## config.mk

```make
export PLATFORM = sky130hd
export DESIGN_NAME = imem_loader
export DESIGN_NICKNAME = d
export VERILOG_FILES = /design/src/rtl/imem_loader.sv
export SDC_FILE = /design/constraint.sdc
export NUM_CORES = 1
export LEC_CHECK = 0
export CELL_PAD_IN_SITES_DETAIL_PLACEMENT = 1
export CELL_PAD_IN_SITES_GLOBAL_PLACEMENT = 2
export CORE_ASPECT_RATIO = 0.7
export CORE_UTILIZATION = 33
export CTS_CLUSTER_SIZE = 16
export DETAILED_ROUTE_END_ITERATION = 8
export PLACE_DENSITY_LB_ADDON = 0.1
export SKIP_CTS_REPAIR_TIMING = 1
export SYNTH_ARGS = -nofsm -noshare
export SYNTH_HDL_FRONTEND = slang
export SYNTH_SLANG_ARGS = --single-unit
```

## constraint.sdc

```tcl
create_clock -name clock -period 4.2 [get_ports clock]
set_input_delay 1.26 -clock clock [delete_from_list [all_inputs] [get_ports clock]]
set_output_delay 1.26 -clock clock [all_outputs]
set_load 0.02 [all_outputs]
```

## src/rtl/imem_loader.sv

```systemverilog
// Instruction-memory loader: parses a length-prefixed, XOR-checksummed byte stream
// into 32-bit big-endian words and writes them to IMEM while holding the CPU in reset.
module imem_loader #(
    parameter int unsigned MAX_WORDS = 256
) (
    input  logic        clock,
    input  logic        reset,
    input  logic        start,
    input  logic        byte_valid,
    input  logic [7:0]  byte_data,
    output logic        byte_ready,
    output logic        imem_we,
    output logic [31:0] imem_addr,
    output logic [31:0] imem_wdata,
    output logic        cpu_reset,
    output logic        done,
    output logic        error
);

    typedef enum logic [2:0] {
        S_IDLE,
        S_LEN_HI,
        S_LEN_LO,
        S_DATA,
        S_CHECK,
        S_DONE,
        S_ERROR
    } state_t;

    state_t      state;
    logic [15:0] len;
    logic [15:0] word_index;
    logic [1:0]  byte_cnt;
    logic [23:0] word_reg;
    logic [7:0]  csum;

    logic        accept_c;
    logic [15:0] len_c;
    logic        len_bad_c;

    assign accept_c  = byte_valid && byte_ready;
    assign len_c     = {len[15:8], byte_data};
    assign len_bad_c = (len_c == 16'd0) || (17'(len_c) > 17'(MAX_WORDS));

    // Only the first three bytes of a word are buffered; the fourth goes straight to imem_wdata.
    always_ff @(posedge clock or posedge reset) begin
        if (reset) begin
            state      <= S_IDLE;
            len        <= 16'd0;
            word_index <= 16'd0;
            byte_cnt   <= 2'd0;
            word_reg   <= 24'd0;
            csum       <= 8'd0;
            byte_ready <= 1'b0;
            imem_we    <= 1'b0;
            imem_addr  <= 32'd0;
            imem_wdata <= 32'd0;
            cpu_reset  <= 1'b1;
            done       <= 1'b0;
            error      <= 1'b0;
        end else begin
            imem_we <= 1'b0;
            case (state)
                S_IDLE, S_DONE, S_ERROR: begin
                    if (start) begin
                        state      <= S_LEN_HI;
                        byte_ready <= 1'b1;
                        done       <= 1'b0;
                        error      <= 1'b0;
                        cpu_reset  <= 1'b1;
                        word_index <= 16'd0;
                        byte_cnt   <= 2'd0;
                        csum       <= 8'd0;
                    end
                end
                S_LEN_HI: begin
                    if (accept_c) begin
                        len[15:8] <= byte_data;
                        state     <= S_LEN_LO;
                    end
                end
                S_LEN_LO: begin
                    if (accept_c) begin
                        len <= len_c;
                        if (len_bad_c) begin
                            state      <= S_ERROR;
                            byte_ready <= 1'b0;
                            error      <= 1'b1;
                        end else begin
                            state <= S_DATA;
                        end
                    end
                end
                S_DATA: begin
                    if (accept_c) begin
                        byte_cnt <= byte_cnt + 2'd1;
                        csum     <= csum ^ byte_data;
                        if (byte_cnt == 2'd3) begin
                            imem_we    <= 1'b1;
                            imem_wdata <= {word_reg, byte_data};
                            imem_addr  <= {14'd0, word_index, 2'b00};
                            word_index <= word_index + 16'd1;
                            if (word_index == len - 16'd1) begin
                                state <= S_CHECK;
                            end
                        end else begin
                            word_reg <= {word_reg[15:0], byte_data};
                        end
                    end
                end
                S_CHECK: begin
                    if (accept_c) begin
                        byte_ready <= 1'b0;
                        if (byte_data == csum) begin
                            state     <= S_DONE;
                            done      <= 1'b1;
                            cpu_reset <= 1'b0;
                        end else begin
                            state <= S_ERROR;
                            error <= 1'b1;
                        end
                    end
                end
                default: begin
                    state      <= S_IDLE;
                    byte_ready <= 1'b0;
                end
            endcase
        end
    end

endmodule
```

Yosys cells after proc, flatten, opt, wreduce, memory -nomap -nowiden
Index checks and enable logic that the tools add are counted.
Storage, ports and cells
  flip-flop bits (word level): 122
  bits in latches: 0
  memory bits (writable): 0
  ROM bits: 0
  input bits: 12
  output and inout port bits: 69
  word-level logic and storage cells: 102
  memories: 0
Operators by class
  add/sub/neg operators: 3
  multipliers: 0
  div/mod/pow operators: 0
  magnitude comparators: 1
  eq/ne operators: 19
  shifts and indexed selects: 0
  mux-type cells: 42
  bitwise logic cells: 4
  reductions and logical operators: 19
Operators with widths (count)
  $mux 16: 3
  $pmux 16 s2: 1
  $pmux 8 s2: 2
  $mux 3: 8
  $mux 8: 3
  $ne 2x2->1 const B: 10
  $add 16x1->16 const B: 1
  $eq 16x16->1: 1
  $gt 16x9->1 const B: 1
  $logic_not 16->1: 1
  $mux 1: 16
  $sub 16x1->16 const B: 1
  $pmux 3 s5: 1
  $reduce_and 3->1: 4
  $eq 3x3->1 const B: 3
  $eq 8x8->1: 1
  $reduce_and 4->1: 2
  $xor 8x8->8: 1
  $reduce_and 7->1: 1
  $eq 3x2->1 const B: 2
  $mux 2: 3
  $reduce_and 6->1: 1
  $reduce_and 5->1: 1
  $pmux 1 s2: 2
  15 further kinds: 18

Logic depth before layout (Yosys ltp)
Gate-level depths: netlist (run 1).
  depth in word-level cells: 6
  gate-level depth with buffers: 9
  depth with buffers taken out: 8

Worst setup path after synthesis (run 1)
OpenSTA, ideal clock, no wires.
  path kind: input to register
  start point: in byte_valid
  end point: reg word_reg[4]
  library setup time: 125 ps
  arrival time: 2607 ps
  data required time: 4075 ps
  slack: 1468 ps
  stages on the path: 6
  buffers on the path: 2
  cell sequence: and2_1 > clkbuf_1 > nand3_1 > nor2_2 > buf_2 > mux2_2
On the way
  word-level cells in the longest chain between the ends: 2
RTL lines
  start: declaration: RTL line 9  | input logic byte_valid,
  $logic_and 1x1->1: RTL line 41  | assign accept_c = byte_valid && byte_ready;
  $reduce_and 3->1 (no source line)
  end signal: assignment: RTL line 107  | word_reg <= {word_reg[15:0], byte_data};
  end: declaration: RTL line 34  | logic [23:0] word_reg;
No other way between the ends.
A chain may end at the register's enable or synchronous reset.

Final worst setup path (run 1)
  start point: in byte_data[3]
  end point: reg cpu_reset
On the way
  word-level cells in the longest chain between the ends: 3
RTL lines
  start: declaration: RTL line 10  | input logic [7:0] byte_data,
  $eq 8x8->1: RTL line 114  | if (byte_data == csum) begin
  $ne 2x2->1 (no source line)
  $reduce_and 4->1 (no source line)
  end signal: assignment: RTL line 58  | cpu_reset <= 1'b1;
  end signal: assignment: RTL line 70  | cpu_reset <= 1'b1;
  end signal: assignment: RTL line 117  | cpu_reset <= 1'b0;
  end: declaration: RTL line 15  | output logic cpu_reset,
No other way between the ends.

==> flow_summary.yaml, run 1 <==
place:
  pre_cts_ws_ps: 743
  hpwl_mm: 11.3
  routabilityCongestion: 0.853
  port_buffers: 64
setup_path:
  crit_buf_inv: 2
  crit_fanout: 5
  cp.required_ps: 4500
  ff2ff_setup_slack_ps: 1450
  criticalPathCategory: "in -> reg"
  ff2ff_path_depth: 6
  worst_r2r_endpoint: "imem_wdata[9]"
  cp.arrival_ps: 3320
  end_kind: "flop"
  start_kind: "input pin"
  reg2reg_from: "state[1]"
  cp_cell_sequence: "clkdlybuf4s50_1 > buf_4 > xnor2_1 > nand4_1 > nor2_1 > a31oi_1 > o31ai_1 > o21ai_0"
  max_stage_delay_ps: 670
  crit_family: "buffers and inverters"
  slowest_stage: "clkdlybuf4s50_1"
logic_synthesis:
  ys_seq_area_frac: 0.507
  synth_flop_cell: "dfrtp_1"
  ys_types: 66
  ys_ff_latch: 122
  async_flop_share: 1.00
  yosys_warnings: 0
  post_synth.cell_area_avg_um2: 11.2
  synth-edff-count: 0
  synthesis.area_um2: 6030
  syn_inst: 539
floorplan:
  num_io_pins: 81
  rows: 40
  fp.dieW_um: 164
  core_um2: 17500
  die_y_um: 115
  die_area_um2: 18800
  start_util: 0.344
clock_tree:
  tritoncts.num_buffers: 17
  clock_latency_ps: 420
  clockBufferDepth: 2
  cts_tree: "done"
  cts_root_buf: "clkbuf_16"
  cts_htree_levels: 4
  cts_sinks: 122
  clk_pin_slew_ps: 60
layout:
  utilization: 0.425
  largest_reg_flops: 32
  final_cell_mix: "dfrtp_1, mux2_2, clkdlybuf4s50_1, nand2_1, o21ai_0"
  syn_to_final_growth_pct: 23.4
  n_antenna_cell: 0
  drive_above_1_share: 0.224
  finalNetCount: 618
  final_common_cell: "dfrtp_1"
route:
  ant_nets: 0
  routedWlPerCell_um: 19.0
  drc_errors: 0
  vias: 4357
  dr.pass1.iters: 4
  drtIter0Drc: 164
  via_per_inst: 5.14
  postRouteWirelength_mm: 16.1
global_routing:
  grt_util_all_layers: 0.187
  grt_start_max_net_pins: 34
  first_global_vias: 4506
  grt_first_pass_wirelength_mm: 26.2
  grt_antenna_before_repair: 0
  globalRouteOverflowTotal: 0
worst_hold_path:
  hold_class: "reg -> reg"
  holdPathEnd: "imem_addr[10]"
  min-delay-start: "imem_addr[10]"
  hold_depth: 2
power_and_ir_drop:
  p_leak_nw: 3.42
  total_switching_power_mw: 0.615
  power_frac_comb: 0.028
  powerDensity_nw_per_um2: 361
  p_int_mw: 2.07
  swShare: 0.229
  power_frac_seq: 0.438
  clkPwrFrac: 0.533
  ir_drop_v: 0.000218
flow_run:
  maxCapViolCount: 0
timing:
  setup_viol: 0
  clock_skew_ps: 7.98
  min_period_over_period: 0.718
  max_freq_mhz: 332
  slew_violations: 0
  fin_ws_ps: 1180
  tns_ps: 0
  slew_headroom: 0.452
  hold_viol_final: 0
  layout_min_cycle_time_ps: 3020
  worstMarginPinSlew_ps: 813
  rsz0062_at_grt: "false"
outcome:
  status: "finished clean"
==> synth_stat cells, types with 4 or more instances <==
master,count,area share
dfrtp_1,121,0.50
mux2_2,77,0.14
nand2_1,36,0.022
o21ai_0,36,0.030
nor2_1,33,0.021
xnor2_1,25,0.036
buf_4,19,0.024
a21oi_1,15,0.012
clkbuf_1,15,0.0093
xor2_1,13,0.019
inv_1,11,0.0069
nand3_1,11,0.0091
buf_2,9,0.0075
nor3_1,9,0.0075
nor4_1,9,0.0093
nand4_1,6,0.0062
a31oi_1,5,0.0052
mux2_1,4,0.0075
o211ai_1,4,0.0050
o21a_1,4,0.0050
or3_1,4,0.0042
==> worst reg2reg max path, cell delays in order, from the launching register on <==
cell,delay [ps]
dfrtp_1,670
nor2b_1,550
nand2_1,230
nor2_2,180
nand2_1,100
inv_2,480
mux2_2,430
==> through the flow <==
stage | hold WS, ps | cell area (um2) | instances | power (mW)
final | 486 | 7440 | 847 | 2.69
after global routing | 509 | 7440 | 847 | 2.78
after CTS | 491 | 7440 | 847 | 2.73
after detailed placement | 475 | 6860 | 815 | 1.28
after global placement | 466 | 6860 | 815 | 1.28
after floorplan | 468 | 6090 | 554 | 1.25
==> cell type report <==
cell class | count | area [um2]
fill | 1897 | 10100
clock inverter | 14 | 150
sequential | 122 | 3050
multi-input combinational | 370 | 2700
inverter | 13 | 52.6
clock buffer | 18 | 429
tap | 231 | 289
timing repair buffer | 79 | 766
==> worst max-delay path by stage <==
stage	start	end	slack, ps	cells after the start
after floorplan	reset	byte_cnt[0]	1440	1
after global placement	byte_data[3]	cpu_reset	770	8
after detailed placement	byte_data[3]	cpu_reset	740	8
after CTS	byte_data[3]	cpu_reset	1190	8
after global routing	byte_data[3]	cpu_reset	960	8
final	byte_data[3]	cpu_reset	1180	8
==> routing by layer <==
layer / GRT usage / vias up / share of wire
met4: 0.0599 / 0 / 0.013
li1: - / 2014 / -
met2: 0.255 / 89 / 0.41
met3: 0.0581 / 15 / 0.052
met1: 0.279 / 2239 / 0.53
met5: 0 / - / 0
==> power groups by stage <==
stage | combinational [mW] | sequential [mW] | clock (mW)
after floorplan | 0.0548 | 1.20 | 0
after global placement | 0.0771 | 1.20 | 0
after detailed placement | 0.0783 | 1.20 | 0
after CTS | 0.0784 | 1.18 | 1.48
after global routing | 0.0858 | 1.18 | 1.52
final | 0.0754 | 1.18 | 1.43
==> cell families after synthesis <==
kind of cell             after synthesis  synth area share
XOR/XNOR                              38            0.0552
AND/OR/NAND/NOR                      136             0.123
other                                  1          0.000622
multiplexers                          83             0.155
AO/OA/AOI/OAI                         94            0.0986
buffers and inverters                 62            0.0550
flip-flops                           122             0.507
adder cells (fa/ha/maj)                3           0.00623
(Power assumes the default switching activity.)
==> run 2, diff against run 1 <==
==> constraint.sdc (replaced) <==
create_clock -name clock -period 2.77 [get_ports clock]
set_input_delay 0.831 -clock clock [delete_from_list [all_inputs] [get_ports clock]]
set_output_delay 0.831 -clock clock [all_outputs]
set_load 0.02 [all_outputs]
==> flow_summary.yaml, run 2 (same netlist as run 1, synthesis figures left out) <==
outcome:
  status: "finished clean"
clock_tree:
  clk_pin_slew_ps: 60
  cts_root_buf: "clkbuf_16"
  cts_sinks: 122
  cts_tree: "done"
  clockBufferDepth: 2
  clock_latency_ps: 420
  cts_htree_levels: 4
  tritoncts.num_buffers: 17
place:
  routabilityCongestion: 0.807
  port_buffers: 64
  hpwl_mm: 12.1
  dpl.cell_count: 838
floorplan:
  start_util: 0.344
  die_area_um2: 18800
  rows: 40
  die_y_um: 115
  core_um2: 17500
  fp.dieW_um: 164
  num_io_pins: 81
power_and_ir_drop:
  total_switching_power_mw: 0.984
  powerDensity_nw_per_um2: 554
  power_frac_seq: 0.418
  ir_drop_v: 0.000314
  swShare: 0.230
  clkPwrFrac: 0.551
  p_int_mw: 3.29
  p_leak_nw: 3.57
  power_frac_comb: 0.031
  finalPower_mw: 4.27
timing:
  clock_skew_ps: 6.96
  setup_viol: 0
  slew_violations: 0
  rsz0062_at_grt: "false"
  worstMarginPinSlew_ps: 510
  max_freq_mhz: 406
  slew_headroom: 0.657
  hold_viol_final: 0
  min_period_over_period: 0.890
  tns_ps: 0
  layout_min_cycle_time_ps: 2470
global_routing:
  grt_util_all_layers: 0.193
  first_global_vias: 4709
  grt-busiest-layer: "met1"
  grt_antenna_before_repair: 0
  globalRouteOverflowTotal: 0
  grt_first_pass_wirelength_mm: 27.0
  grt_use_met3: 0.0538
  use_met1: 0.281
  met2_usage: 0.278
  grt_start_max_net_pins: 42
setup_path:
  cp.arrival_ps: 2750
  start_kind: "flop"
  end_kind: "flop"
  reg2reg_from: "len[5]"
  cp.required_ps: 3060
  criticalPathCategory: "reg -> reg"
  crit_fanout: 7
  cp-startpoint: "len[5]"
worst_hold_path:
  hold_class: "reg -> reg"
  min-delay-start: "cpu_reset"
layout:
  finalNetCount: 641
  final_cell_mix: "dfrtp_1, mux2_2, clkdlybuf4s50_1, nand2_1, o21ai_0"
  final_common_cell: "dfrtp_1"
  n_antenna_cell: 0
  syn_to_final_growth_pct: 27.8
  final_cell_count_no_fill: 870
  drive_above_1_share: 0.254
  largest_reg_flops: 32
route:
  vias: 4375
  dr.pass1.iters: 4
  drtIter0Drc: 217
  drc_errors: 0
  postRouteWirelength_mm: 16.6
  ant_nets: 0
  routedWlPerCell_um: 19.1
  via_per_inst: 5.03
flow_run:
  maxCapViolCount: 0
-- run 2: final timing paths --
kind	to	slack (ps)	depth (start not counted)
max	state[1]	300	6
min	cpu_reset	480	2
max reg2reg	state[1]	300	6
min reg2reg	cpu_reset	480	2
max in group asynchronous	imem_wdata[23]	1350	4
min in group asynchronous	word_reg[20]	760	2
-- run 2: critical path, stage by stage (launching register included) --
cell	delay, ps
dfrtp_1	510
nor4_4	460
nand4_1	230
o311a_1	340
a311oi_1	350
o2111a_2	340
a31oi_1	90
-- run 2: power by group through the flow --
stage | Clock, mW | Combinational, mW | Sequential (mW)
after global routing | 2.49 | 0.147 | 1.78
after detailed placement | 0 | 0.136 | 1.82
after global placement | 0 | 0.134 | 1.82
after CTS | 2.42 | 0.136 | 1.78
after floorplan | 0 | 0.0830 | 1.82
final | 2.35 | 0.133 | 1.78
-- run 2: cell type report --
cell class                      count  area [um2]
Sequential cell                   122        3050
Clock buffer                       18         439
Multi-Input combinational cell    370        2700
Tap cell                          231         289
Clock inverter                     14         184
Inverter                           13        52.6
Timing Repair Buffer              102         988
Fill cell                        1926        9810
-- run 2: metrics by stage --
step	util	hold WS [ps]	instance area (um2)	worst slack (ps)
floorplan	-	468	6090	442
global placement	0.404	465	7080	-169
detailed placement	0.404	474	7080	-124
CTS	0.440	485	7700	323
global route	0.440	499	7700	90.9
finish	0.440	479	7700	305
-- run 2: per-layer routing --
metal,vias to the layer above,wire length [um]
li1,2058,-
met1,2222,8570
met3,14,833
met4,0,150
met2,81,7040
met5,-,0
